===== src/rtl/slow_clock_period_meter_pkg.sv =====
// Shared types and constants for the slow clock period meter
// and the divided-clock chain it observes.
package slow_clock_period_meter_pkg;

    typedef enum logic [1:0] {
        WAIT_FIRST = 2'd0,
        MEASURE    = 2'd1,
        LOST       = 2'd2
    } meas_state_t;

    localparam int unsigned SYS_CLK_HZ     = 50_000_000;
    localparam int unsigned DIV_1HZ_COUNT  = SYS_CLK_HZ / 2 - 1;
    localparam int unsigned DIV_10HZ_COUNT = SYS_CLK_HZ / 20 - 1;

    // Five seconds at 50 MHz: well beyond any divided blink clock period.
    localparam int unsigned DEFAULT_TIMEOUT_CYCLES = 250_000_000;

endpackage


===== src/rtl/sync_edge_detect.sv =====
// Multi-flop synchroniser with rise/fall detection for slow
// asynchronous inputs (measured clocks, buttons).
module sync_edge_detect #(
    parameter int SYNC_STAGES = 2
) (
    input  logic clock_in,
    input  logic reset,
    input  logic d,
    output logic s,
    output logic rise,
    output logic fall
);

    logic [SYNC_STAGES-1:0] sync_q;
    logic                   s_prev;

    always_ff @(posedge clock_in or posedge reset) begin
        if (reset) begin
            sync_q <= '0;
            s_prev <= 1'b0;
        end else begin
            sync_q <= {sync_q[SYNC_STAGES-2:0], d};
            s_prev <= sync_q[SYNC_STAGES-1];
        end
    end

    assign s    = sync_q[SYNC_STAGES-1];
    assign rise = s & ~s_prev;
    assign fall = ~s & s_prev;

endmodule


===== src/rtl/slow_clock_period_meter.sv =====
// Measures period and high time of a slow input in clock_in cycles,
// flagging loss of signal when rising edges stop arriving.
module slow_clock_period_meter
    import slow_clock_period_meter_pkg::*;
#(
    parameter int          COUNT_W        = 32,
    parameter int unsigned TIMEOUT_CYCLES = DEFAULT_TIMEOUT_CYCLES,
    parameter int          SYNC_STAGES    = 2
) (
    input  logic               clock_in,
    input  logic               reset,
    input  logic               meas_in,
    output logic [COUNT_W-1:0] period_out,
    output logic [COUNT_W-1:0] high_out,
    output logic               period_valid,
    output logic               signal_lost,
    output logic [1:0]         meas_state
);

    localparam logic [COUNT_W-1:0] TIMEOUT = COUNT_W'(TIMEOUT_CYCLES);
    localparam logic [COUNT_W-1:0] ONE     = COUNT_W'(1);

    logic               meas_s_unused;
    logic               rise;
    logic               fall;
    logic [COUNT_W-1:0] cnt;
    logic [COUNT_W-1:0] high_lat;
    logic               timeout;
    meas_state_t        state;

    sync_edge_detect #(
        .SYNC_STAGES(SYNC_STAGES)
    ) u_sync (
        .clock_in(clock_in),
        .reset   (reset),
        .d       (meas_in),
        .s       (meas_s_unused),
        .rise    (rise),
        .fall    (fall)
    );

    // Restarts at 1 on a rise so the value seen at the next edge is
    // the cycle distance back to the previous rise.
    always_ff @(posedge clock_in or posedge reset) begin
        if (reset) begin
            cnt <= '0;
        end else if (rise) begin
            cnt <= ONE;
        end else if (cnt != TIMEOUT) begin
            cnt <= cnt + ONE;
        end
    end

    always_ff @(posedge clock_in or posedge reset) begin
        if (reset) begin
            high_lat <= '0;
        end else if (fall) begin
            high_lat <= cnt;
        end
    end

    assign timeout = (cnt == TIMEOUT) & ~rise;

    always_ff @(posedge clock_in or posedge reset) begin
        if (reset) begin
            state        <= WAIT_FIRST;
            period_out   <= '0;
            high_out     <= '0;
            period_valid <= 1'b0;
            signal_lost  <= 1'b0;
        end else begin
            period_valid <= 1'b0;
            signal_lost  <= (state == LOST);
            case (state)
                WAIT_FIRST: begin
                    if (rise) begin
                        state <= MEASURE;
                    end else if (timeout) begin
                        state <= LOST;
                    end
                end
                MEASURE: begin
                    if (rise) begin
                        period_out   <= cnt;
                        high_out     <= high_lat;
                        period_valid <= 1'b1;
                    end else if (timeout) begin
                        state <= LOST;
                    end
                end
                LOST: begin
                    // First edge back is only a new reference.
                    if (rise) begin
                        state <= MEASURE;
                    end
                end
                default: begin
                    state <= WAIT_FIRST;
                end
            endcase
        end
    end

    assign meas_state = state;

endmodule

===== config.mk =====
export PLATFORM = sky130hd
export DESIGN_NAME = slow_clock_period_meter
export DESIGN_NICKNAME = d
export VERILOG_FILES = /design/src/rtl/slow_clock_period_meter_pkg.sv /design/src/rtl/sync_edge_detect.sv /design/src/rtl/slow_clock_period_meter.sv
export SDC_FILE = /design/constraint.sdc
export NUM_CORES = 1
export LEC_CHECK = 0
export ABC_AREA = 1
export ABC_CLOCK_PERIOD_IN_PS = 5000
export CAP_MARGIN = 40
export CORE_MARGIN = 1.5
export CORE_UTILIZATION = 42
export CTS_CLUSTER_DIAMETER = 30
export CTS_CLUSTER_SIZE = 25
export DETAILED_ROUTE_END_ITERATION = 10
export MAX_ROUTING_LAYER = met4
export PLACE_DENSITY = 0.77
export SETUP_SLACK_MARGIN = 0.15
export SYNTH_ARGS = -nofsm -noshare
export SYNTH_HDL_FRONTEND = slang
export SYNTH_SLANG_ARGS = --single-unit

===== constraint.sdc =====
create_clock -name clock_in -period 5 [get_ports clock_in]
set_input_delay 1.5 -clock clock_in [delete_from_list [all_inputs] [get_ports clock_in]]
set_output_delay 1.5 -clock clock_in [all_outputs]
set_load 0.01 [all_outputs]

### After elaboration in Yosys (flattened, before gate mapping)

Cells that the tools add are included.

* logic and storage cells: 35
* bits in latches: 0
* ROM bits: 0
* register bits after elaboration: 135
* memories kept: 0
* output and inout bits: 68
* input bits: 3
* memory bits (writable): 0

* multipliers: 0
* bitwise operators: 6
* mux-type cells: 9
* add/sub/neg operators: 1
* magnitude comparators: 0
* reductions and logical operators: 4
* divide/modulo/power cells: 0
* shifts and indexed selects: 0
* equality and inequality tests: 6

Operators with widths (count)
* 2-to-1 mux 32 bit: 2
* adder 32 x 1 -> 32 bit (second input constant): 1
* equality test 32 x 28 -> 1 bit (second input constant): 1
* != test 32 x 28 -> 1 bit (second input constant): 1
* 2-to-1 mux 2 bit: 4
* one-hot mux 2 bit (3 select lines): 1
* != test 2 bit (second input constant): 2
* AND reduction 2 bit: 2
* bitwise AND 1 bit: 3
* inverter 1 bit: 3
* equality test 2 x 1 -> 1 bit (second input constant): 1
* equality test 2 bit (second input constant): 1
* zero test 2 bit: 1
* 2-to-1 mux 1 bit: 2
* nonzero test 2 bit: 1

### Longest topological paths before layout

Gate-level depths: netlist (run 1).

* depth in word-level cells: 7
* gate-level depth with buffers: 9
* depth with buffers taken out: 9

### Modules after synthesis

From an unflattened synthesis (run 1), not the netlist that was laid out.

* cell total of the unflattened synthesis: 717
* area total of the unflattened synthesis: 5919.4 sq um

Modules (own cells, without submodules)
* slow_clock_period_meter: cells an instance 709, times used 1, sequential area each 3303.2 sq um, area each 5825.6 sq um
* sync_edge_detect: cells an instance 8, times used 1, sequential area each 75.1 sq um, area each 93.8 sq um

### Least setup slack after synthesis (run 1)

OpenSTA, ideal clock, no wires.

* path type: reg-to-output
* start point: register state[0] (netlist: meas_state[0])
* end point: output meas_state[0]
* cell stages (with the launch flop): 1
* slack: 3.097 ns
* path buffers: 0
* arrival: 0.403 ns
* path through: dfrtp_1

RTL lines
* start, declared: RTL line slow_clock_period_meter.sv:29 `meas_state_t state;`
* start signal, assigned: RTL line slow_clock_period_meter.sv:66 `state <= WAIT_FIRST;`
* start signal, assigned: RTL line slow_clock_period_meter.sv:77 `state <= MEASURE;`
* start signal, assigned: RTL line slow_clock_period_meter.sv:79 `state <= LOST;`
* end, declared: RTL line slow_clock_period_meter.sv:17 `output logic [1:0] meas_state`

No word-level cell between the ends.

### Worst setup path after layout (run 1)

* start point: register state[1] (netlist: meas_state[1])
* end point: output meas_state[1]

No word-level cell between the ends.

==> results of run 1 <==
==> layer usage <==
layer  global-route usage  wire [um]
met5                    -          0
met4               0.0757        224
met3               0.0500        544
met2                0.312       6370
met1                0.290       6640
==> power by group through the flow <==
stage                     clock [mW]  sequential [mW]  combinational (mW)
after floorplan                    0             1.20               0.116
after detailed placement           0             1.19               0.208
after CTS                       1.20             1.18               0.211
after global routing            1.25             1.18               0.240
after global placement             0             1.19               0.200
final                           1.19             1.18               0.206
==> cell families (layout without fill, tap and decap cells) <==
kind of cell / after synthesis / after routing / share of synthesized area
xor gates and xnor gates: 4 / 4 / 0.00603
DFF: 135 / 135 / 0.581
AOI/OAI and AO/OA: 85 / 85 / 0.0732
and+or+nand+nor: 420 / 420 / 0.283
buffers and inverters: 74 / 159 / 0.0523
adders and majority gates: 2 / 2 / 0.00431
==> cell usage after synthesis <==
cell / count / area share
sky130_fd_sc_hd__inv_1: 51 / 0.033
sky130_fd_sc_hd__buf_6: 1 / 0.0019
sky130_fd_sc_hd__inv_2: 1 / 0.00065
sky130_fd_sc_hd__dfrtp_1: 135 / 0.58
sky130_fd_sc_hd__o21ai_1: 2 / 0.0017
sky130_fd_sc_hd__nand2_2: 3 / 0.0032
sky130_fd_sc_hd__nand3_1: 18 / 0.016
sky130_fd_sc_hd__o21ai_0: 73 / 0.063
sky130_fd_sc_hd__ha_1: 2 / 0.0043
sky130_fd_sc_hd__buf_1: 1 / 0.00065
sky130_fd_sc_hd__nor3_1: 5 / 0.0043
sky130_fd_sc_hd__a21oi_1: 10 / 0.0086
sky130_fd_sc_hd__xor2_1: 4 / 0.0060
sky130_fd_sc_hd__clkbuf_8: 1 / 0.0024
sky130_fd_sc_hd__nor2_4: 1 / 0.0019
sky130_fd_sc_hd__nand2_1: 295 / 0.19
sky130_fd_sc_hd__nand4_1: 1 / 0.0011
sky130_fd_sc_hd__nor2_1: 89 / 0.057
sky130_fd_sc_hd__buf_2: 7 / 0.0060
sky130_fd_sc_hd__nor2_2: 8 / 0.0086
sky130_fd_sc_hd__clkbuf_1: 12 / 0.0078
==> through the flow <==
step / area (um2) / total power, mW / setup WS (ns) / cells
finish: 7260 / 2.57 / 2.13 / 981
global route: 7260 / 2.67 / 2.08 / 981
CTS: 7260 / 2.59 / 2.11 / 981
detailed placement: 6700 / 1.40 / 2.55 / 949
global placement: 6670 / 1.39 / 2.55 / 948
floorplan: 5810 / 1.31 / 1.82 / 720
==> final timing paths <==
kind                                            start                         end  slack [ns]  cells after the start
max in group asynchronous                       reset     u_sync.s_prev$_DFF_PP0_        3.02                      3
min                        u_sync.sync_q[0]$_DFF_PP0_  u_sync.sync_q[1]$_DFF_PP0_        0.35                      0
min reg2reg                u_sync.sync_q[0]$_DFF_PP0_  u_sync.sync_q[1]$_DFF_PP0_        0.35                      0
max                         meas_state[1]$_DFFE_PP0P_               meas_state[1]        2.13                      1
max reg2reg                   u_sync.s_prev$_DFF_PP0_   period_out[1]$_DFFE_PP0P_        3.26                      5
min in group asynchronous                       reset     high_lat[4]$_DFFE_PP0P_        1.56                      3
==> final cells by class <==
cell class / count / area, um2
fill: 1244 / 6090
sequential: 135 / 3380
multi-input combinational: 511 / 2130
timing repair buffer: 75 / 771
clock buffer: 24 / 492
tap: 176 / 220
inverter: 52 / 199
clock inverter: 8 / 71.3
==> sequential cells by signal, summed over array words and instances, names as in the netlist <==
signal,cells
meas_state,2
high_out,32
high_lat,32
signal_lost,1
cnt,32
u_sync.s_prev,1
period_out,32
u_sync.sync_q,2
period_valid,1
==> impl_metrics.py, run 1 <==
metrics = {
    "status": {
        "run_status": "finished, final reports clean",
    },
    "die": {
        "number_of_top_level_pins": 71,
        "die-width_um": 121,
        "initial_utilization": 0.435,
        "placement_rows": 42,
        "die_area_mm2": 0.0145,
        "chipHeight_um": 121,
        "floorplan.core_area_mm2": 0.0133,
    },
    "detailed_routing": {
        "total_via_count_in_the_routed_design": 4801,
        "avgViaCountPerCell": 4.89,
        "ant_nets": 0,
        "dr.pass1.iters": 5,
        "iter_0_drt_violations": 421,
        "drt-wirelength-per-cell_um": 14.0,
        "totalWireLength_mm": 13.8,
        "detail_route.drc_violations": 0,
    },
    "grt": {
        "grt_max_degree": 97,
        "grt_overflow_total": 0,
        "grt_first_pass_wirelength_mm": 23.2,
        "gr-usage-all-layers": 0.212,
        "first_global_vias": 4714,
        "grt_antenna_before_repair": 0,
    },
    "worst_setup_path": {
        "arrival_ns": 1.37,
        "worstPathRequired_ns": 3.50,
        "cpPeakStageDelay_ns": 0.56,
        "path_class": "flip-flop to output port",
        "endpoint_kind": "output port",
        "cp_max_fo": 4,
        "cp_num_buf_inv": 1,
        "worst_path_max_delay_cell": "sky130_fd_sc_hd__clkdlybuf4s50_1",
        "worst_setup_path_start_kind": "flip-flop",
        "cells_traversed_along_the_worst_timing_path": "clkdlybuf4s50_1",
        "path_delay_family": "buffers and inverters",
    },
    "finish": {
        "fin_nets": 797,
        "final_cell_mix": "sky130_fd_sc_hd__nand2_1 (295), sky130_fd_sc_hd__dfrtp_1 (135), sky130_fd_sc_hd__nor2_1 (89), sky130_fd_sc_hd__o21ai_0 (73), sky130_fd_sc_hd__clkdlybuf4s50_1 (70)",
        "mostFrequentLayoutCell": "sky130_fd_sc_hd__nand2_1",
        "final_core_utilization": 0.544,
        "drive_above_1_share": 0.0596,
        "area_delta_synth_final_pct": 24.9,
        "n_antenna_cell": 0,
    },
    "pwr": {
        "static_leak_nw": 3.38,
        "power.share.sequential": 0.458,
        "power-per-cell-area_mw_per_mm2": 354,
        "clkPwrFrac": 0.462,
        "p_int_mw": 1.95,
        "power.combinational.fraction": 0.080,
        "p_sw_frac": 0.240,
        "max-vdd-ir-drop_mv": 0.204,
        "total_switching_power_uw": 617,
    },
    "sta": {
        "hold-worst-slack_ns": 0.346,
        "grt_setup_unrepaired": "no",
        "period_minus_slack_ns": 2.87,
        "setup_viol": 0,
        "final_total_negative_setup_slack_ns": 0,
        "skew_ns": 0.00710,
        "timing.max_slew.rel_slack": 0.433,
        "fmax_mhz": 349,
        "slew_viol_final": 0,
        "worst_slew_pin_slew_ns": 0.851,
        "final_hold_viol_count": 0,
        "fin_crit_sh": 0.574,
    },
    "yosys": {
        "post_synth_inst_count": 720,
        "postSynthAreaPerCell_um2": 8.07,
        "seq_area_frac_synth": 0.581,
        "netlist-cell-type-count": 21,
        "mappedNetlistNets": 725,
        "ys_ff_latch": 135,
        "yosysWarnings": 0,
        "synth.cell_area_mm2": 0.00581,
    },
    "clock_tree": {
        "clk-insertion-delay-late_ns": 0.43,
        "cts_tree": "done",
        "clock_tree.htree_level_count": 4,
        "clock_tree.root_cell": "sky130_fd_sc_hd__clkbuf_16",
        "post-cts-setup-buffers": 0,
        "cts_buffers": 17,
        "clkSlewWorstSetupHoldPaths_ns": 0.05,
        "cts_hold_buf": 0,
        "cts_buffer_depth": 2,
        "tritoncts_num_sinks": 135,
        "post_cts_resized": 0,
    },
    "placement": {
        "detailedPlacementHpwl_mm": 9.28,
        "globalplace.congestion": 0.920,
        "buffer_ports.inserted": 70,
    },
    "flow_run": {
        "maxCapViolations": 0,
    },
    "min_path": {
        "hp-class": "flip-flop to flip-flop",
    },
}
Note: power is estimated with default switching activity, not from simulation.
==> inputs of run 2 (changes only) <==
ABC_CLOCK_PERIOD_IN_PS = 2900   (was 5000)
PLACE_DENSITY = 0.75   (was 0.77)
clock period = 2.9 ns   (was 5 ns; I/O delays follow)
==> run 2 against run 1 <==
  * Sequential power grew 72%
  * Utilization grew 0.67 points
  * Clock power grew 79%
  * Count of clock-buffer cells in the layout shrank 4
  * Combinational power grew 75%
  * Global-route usage shrank 0.49 points
  * Sequential share of layout area shrank 0.56 points
  * Non-clock buffer count grew 4
  * Setup slack lost 1.5 ns
  * Clock skew grew 0.0023 ns
  * Flip-flop and latch count is the same
  * Largest cell class unchanged
  * Largest power group unchanged
==> impl_metrics.py, run 2 (synthesis results as in run 1) <==
metrics = {
    "status": {
        "run_status": "finished, final reports clean",
    },
    "detailed_routing": {
        "drt-wirelength-per-cell_um": 13.6,
        "totalWireLength_mm": 13.4,
        "avgViaCountPerCell": 4.82,
        "detail_route.drc_violations": 0,
        "dr.pass1.iters": 6,
        "ant_nets": 0,
        "total_via_count_in_the_routed_design": 4749,
        "iter_0_drt_violations": 455,
    },
    "worst_setup_path": {
        "r2r-start": "u_sync.sync_q[1]$_DFF_PP0_",
        "worst_path_max_delay_cell": "sky130_fd_sc_hd__clkdlybuf4s50_1",
        "path_class": "flip-flop to output port",
        "cp_num_buf_inv": 1,
        "timing.reg2reg.worst_path_depth": 5,
        "timing.reg2reg.setup_slack_ns": 1.16,
        "endpoint_kind": "output port",
        "cpPeakStageDelay_ns": 0.56,
        "worst_setup_path_start_kind": "flip-flop",
        "timing.critical_path.depth": 1,
        "arrival_ns": 1.36,
        "rr_endpoint": "period_out[16]$_DFFE_PP0P_",
        "cells_traversed_along_the_worst_timing_path": "clkdlybuf4s50_1",
        "path_delay_family": "buffers and inverters",
        "cp_max_fo": 4,
        "worstPathRequired_ns": 2.03,
    },
    "placement": {
        "dpl_worst_slack_ns": 1.02,
        "detailedPlacementHpwl_mm": 9.21,
        "globalplace.congestion": 0.922,
        "placed_area_mm2": 0.00676,
        "buffer_ports.inserted": 70,
        "place_inst": 953,
    },
    "grt": {
        "grt_max_degree": 97,
        "grt_first_pass_wirelength_mm": 22.7,
        "global_route.usage.met1": 0.293,
        "grt_antenna_before_repair": 0,
        "grt_most_used_layer": "met2",
        "grt_use_met3": 0.0472,
        "gr-usage-all-layers": 0.207,
        "global_route.usage.met2": 0.298,
        "grt_overflow_total": 0,
        "first_global_vias": 4483,
    },
    "finish": {
        "drive_above_1_share": 0.0680,
        "final_cell_mix": "sky130_fd_sc_hd__nand2_1 (295), sky130_fd_sc_hd__dfrtp_1 (135), sky130_fd_sc_hd__nor2_1 (89), sky130_fd_sc_hd__o21ai_0 (73), sky130_fd_sc_hd__clkdlybuf4s50_1 (70)",
        "area_delta_synth_final_pct": 26.5,
        "fin_area_mm2": 0.00735,
        "n_antenna_cell": 0,
        "fin_nets": 801,
        "mostFrequentLayoutCell": "sky130_fd_sc_hd__nand2_1",
        "fin_cells": 985,
    },
    "die": {
        "floorplan.core_area_mm2": 0.0133,
        "placement_rows": 42,
        "chipHeight_um": 121,
        "die-width_um": 121,
        "die_area_mm2": 0.0145,
        "number_of_top_level_pins": 71,
        "initial_utilization": 0.435,
    },
    "pwr": {
        "max-vdd-ir-drop_mv": 0.275,
        "power-per-cell-area_mw_per_mm2": 615,
        "static_leak_nw": 3.41,
        "power_mw": 4.52,
    },
    "sta": {
        "setup_viol": 0,
        "grt_setup_unrepaired": "no",
        "period_minus_slack_ns": 2.23,
        "slew_viol_final": 0,
        "fin_crit_sh": 0.771,
        "timing.max_slew.rel_slack": 0.416,
        "final_total_negative_setup_slack_ns": 0,
        "postLayoutSetupSlackWorst_ns": 0.665,
        "skew_ns": 0.00942,
        "final_hold_viol_count": 0,
        "worst_slew_pin_slew_ns": 0.875,
        "fmax_mhz": 447,
    },
    "clock_tree": {
        "clkSlewWorstSetupHoldPaths_ns": 0.06,
        "cts_buffers": 17,
        "cts_hold_buf": 0,
        "cts_buffer_depth": 2,
        "tritoncts_num_sinks": 135,
        "post_cts_resized": 0,
        "cts_tree": "done",
        "clock_tree.htree_level_count": 4,
        "clk-insertion-delay-late_ns": 0.42,
        "post-cts-setup-buffers": 0,
        "clock_tree.root_cell": "sky130_fd_sc_hd__clkbuf_16",
    },
    "min_path": {
        "hold_end": "u_sync.sync_q[1]$_DFF_PP0_",
        "hold_path_startpoint": "u_sync.sync_q[0]$_DFF_PP0_",
        "hp-class": "flip-flop to flip-flop",
        "min_delay_path_depth": 0,
    },
    "flow_run": {
        "maxCapViolations": 0,
    },
}
[run 2: changes by cell type in the layout (fill, tap and decap cells not counted), sizes merged]
cell / delta
bufinv: +1
buf: +4
inv: +1
clkbuf: -4
clkinvlp: +2
[run 2: area by class of cell]
cell class	count	area, um2
Multi-Input combinational cell	511	2130
Tap cell	176	220
Clock inverter	12	125
Sequential cell	135	3380
Clock buffer	20	467
Timing Repair Buffer	79	831
Inverter	52	199
Fill cell	1224	6000
[run 2: metal layers]
metal | vias up | part of all wire
met4 | 0 | 0.014
li1 | 2383 | -
met1 | 2211 | 0.49
met2 | 137 | 0.45
met3 | 18 | 0.043
met5 | - | 0
[run 2: metrics by stage]
| stage | utilization | hold slack (ns) |
|---|---|---|
| global placement | 0.506 | 0.344 |
| finish | 0.551 | 0.352 |
| detailed placement | 0.506 | 0.340 |
| floorplan | - | 0.331 |
| CTS | 0.551 | 0.353 |
| global route | 0.551 | 0.368 |
[run 2: where the power goes]
part | internal, mW | switching, mW
registers | 1.97 | 0.0624
logic | 0.144 | 0.216
clock network | 1.33 | 0.803
[run 2: worst max path at each step]
stage               slack, ns                 startpoint                       to
floorplan                0.35                      reset       cnt[0]$_DFFE_PP0N_
global placement         1.03                      reset  high_out[8]$_DFFE_PP0P_
detailed placement       1.02                      reset  high_lat[7]$_DFFE_PP0P_
CTS                      0.65  meas_state[1]$_DFFE_PP0P_            meas_state[1]
global route             0.62  meas_state[0]$_DFFE_PP0P_            meas_state[0]
finish                   0.67  meas_state[1]$_DFFE_PP0P_            meas_state[1]
==> inputs of run 3 (changes only) <==
ABC_CLOCK_PERIOD_IN_PS = 2090   (was 2900)
clock period = 2.09 ns   (was 2.9 ns; I/O delays follow)
==> run 3 against run 2 <==
  * Cell area up 0.19%
  * Count of clock-buffer cells in the layout up 2
  * Wire length up 1.4%
  * Non-clock buffer count down 1
==> impl_metrics.py, run 3 (synthesis results as in run 1) <==
metrics = {
    "clock_tree": {
        "clock_tree.htree_level_count": 4,
        "cts_hold_buf": 0,
        "cts_tree": "done",
        "clkSlewWorstSetupHoldPaths_ns": 0.05,
        "clock_tree.root_cell": "sky130_fd_sc_hd__clkbuf_16",
        "cts_buffers": 17,
        "post-cts-setup-buffers": 0,
        "tritoncts_num_sinks": 135,
        "clk-insertion-delay-late_ns": 0.42,
        "cts_buffer_depth": 2,
        "post_cts_resized": 37,
    },
    "status": {
        "run_status": "finished, final reports clean",
    },
    "pwr": {
        "power.combinational.fraction": 0.075,
        "max-vdd-ir-drop_mv": 0.452,
        "p_sw_frac": 0.230,
        "power.share.sequential": 0.446,
        "total_switching_power_mw": 1.45,
        "power_mw": 6.31,
        "static_leak_nw": 4.11,
        "p_int_mw": 4.85,
        "power-per-cell-area_mw_per_mm2": 856,
        "clkPwrFrac": 0.479,
    },
    "grt": {
        "first_global_vias": 4480,
        "grt_overflow_total": 0,
        "grt_max_degree": 97,
        "grt_antenna_before_repair": 0,
        "gr-usage-all-layers": 0.204,
        "grt_first_pass_wirelength_mm": 22.4,
    },
    "finish": {
        "n_antenna_cell": 0,
        "num-fill-cells": 1242,
        "final_cell_mix": "sky130_fd_sc_hd__nand2_1 (295), sky130_fd_sc_hd__dfrtp_1 (135), sky130_fd_sc_hd__nor2_1 (89), sky130_fd_sc_hd__o21ai_0 (73), sky130_fd_sc_hd__inv_1 (50)",
        "drive_above_1_share": 0.0620,
        "mostFrequentLayoutCell": "sky130_fd_sc_hd__nand2_1",
        "fin_nets": 800,
        "area_delta_synth_final_pct": 26.7,
        "final_core_utilization": 0.552,
    },
    "worst_setup_path": {
        "arrival_ns": 1.25,
        "cells_traversed_along_the_worst_timing_path": "clkdlybuf4s50_1",
        "path_class": "flip-flop to output port",
        "cp_max_fo": 1,
        "worst_path_max_delay_cell": "sky130_fd_sc_hd__clkdlybuf4s50_1",
        "cp_num_buf_inv": 1,
        "path_delay_family": "buffers and inverters",
        "worstPathRequired_ns": 1.46,
        "worst_setup_path_start_kind": "flip-flop",
        "cpPeakStageDelay_ns": 0.52,
        "endpoint_kind": "output port",
    },
    "detailed_routing": {
        "total_via_count_in_the_routed_design": 4777,
        "iter_0_drt_violations": 489,
        "drt-wirelength-per-cell_um": 13.8,
        "ant_nets": 0,
        "totalWireLength_mm": 13.6,
        "detail_route.drc_violations": 0,
        "avgViaCountPerCell": 4.86,
        "dr.pass1.iters": 6,
    },
    "sta": {
        "slew_viol_final": 0,
        "final_hold_viol_count": 0,
        "setup_viol": 0,
        "skew_ns": 0.00750,
        "timing.max_slew.rel_slack": 0.652,
        "period_minus_slack_ns": 1.87,
        "worst_slew_pin_slew_ns": 0.521,
        "fin_crit_sh": 0.896,
        "grt_setup_unrepaired": "no",
        "fmax_mhz": 534,
    },
    "die": {
        "floorplan.core_area_mm2": 0.0133,
        "die_area_mm2": 0.0145,
        "initial_utilization": 0.435,
        "number_of_top_level_pins": 71,
        "chipHeight_um": 121,
        "placement_rows": 42,
        "die-width_um": 121,
    },
    "placement": {
        "buffer_ports.inserted": 70,
        "globalplace.congestion": 0.935,
        "detailedPlacementHpwl_mm": 9.25,
    },
    "flow_run": {
        "maxCapViolations": 0,
    },
    "min_path": {
        "hp-class": "flip-flop to flip-flop",
    },
}
## run 3: cell count changes in the layout (fill, tap and decap cells not counted), sizes merged
cell / delta
buf: -1
bufinv: +1
clkbuf: +2
clkdlybuf4s50: -67
clkinv: -4
dlygate4sd2: +37
dlymetal6s2s: +30
inv: -1
## run 3: layout make-up
type	count	area, um2	area share
clock inverter	8	123	0.0167
inverter	52	199	0.0270
sequential	135	3380	0.459
clock buffer	22	474	0.0644
tap	176	220	0.0299
timing repair buffer	78	840	0.114
multi-input combinational	511	2130	0.289
## run 3: power by group through the flow
stage | sequential (mW) | clock [mW] | combinational [mW]
2_1_floorplan | 2.87 | 0 | 0.277
3_3_place_gp | 2.85 | 0 | 0.494
3_5_place_dp | 2.86 | 0 | 0.503
4_1_cts | 2.81 | 3.07 | 0.488
5_1_grt | 2.83 | 3.18 | 0.534
6_report | 2.81 | 3.02 | 0.475
## run 3: layer usage
metal / GRT usage / share of wire
met1: 0.286 / 0.48
met2: 0.297 / 0.46
met3: 0.0458 / 0.050
met4: 0.0669 / 0.016
met5: - / 0
## run 3: path summary, 6_finish.rpt
path,start,to,slack [ns],depth (start not counted)
worst max-delay path,period_valid$_DFF_PP0_,period_valid,0.22,1
worst min-delay path,u_sync.sync_q[0]$_DFF_PP0_,u_sync.sync_q[1]$_DFF_PP0_,0.35,0
worst max register to register,meas_state[1]$_DFFE_PP0P_,high_out[27]$_DFFE_PP0P_,0.50,6
worst min register to register,u_sync.sync_q[0]$_DFF_PP0_,u_sync.sync_q[1]$_DFF_PP0_,0.35,0
max in group asynchronous,reset,period_out[22]$_DFFE_PP0P_,1.04,3
min in group asynchronous,reset,high_out[8]$_DFFE_PP0P_,0.66,3
## run 3: per-stage QoR
stage | cells | setup TNS (ns) | cell area [um2] | hold slack [ns] | worst slack (ns)
after floorplan | 720 | -29.18 | 5810 | 0.331 | -0.216
after global placement | 952 | 0 | 6740 | 0.338 | 0.494
after detailed placement | 952 | 0 | 6740 | 0.342 | 0.474
after CTS | 982 | 0 | 7290 | 0.354 | 0.150
after global routing | 982 | 0 | 7360 | 0.364 | 0.180
final | 982 | 0 | 7360 | 0.351 | 0.217
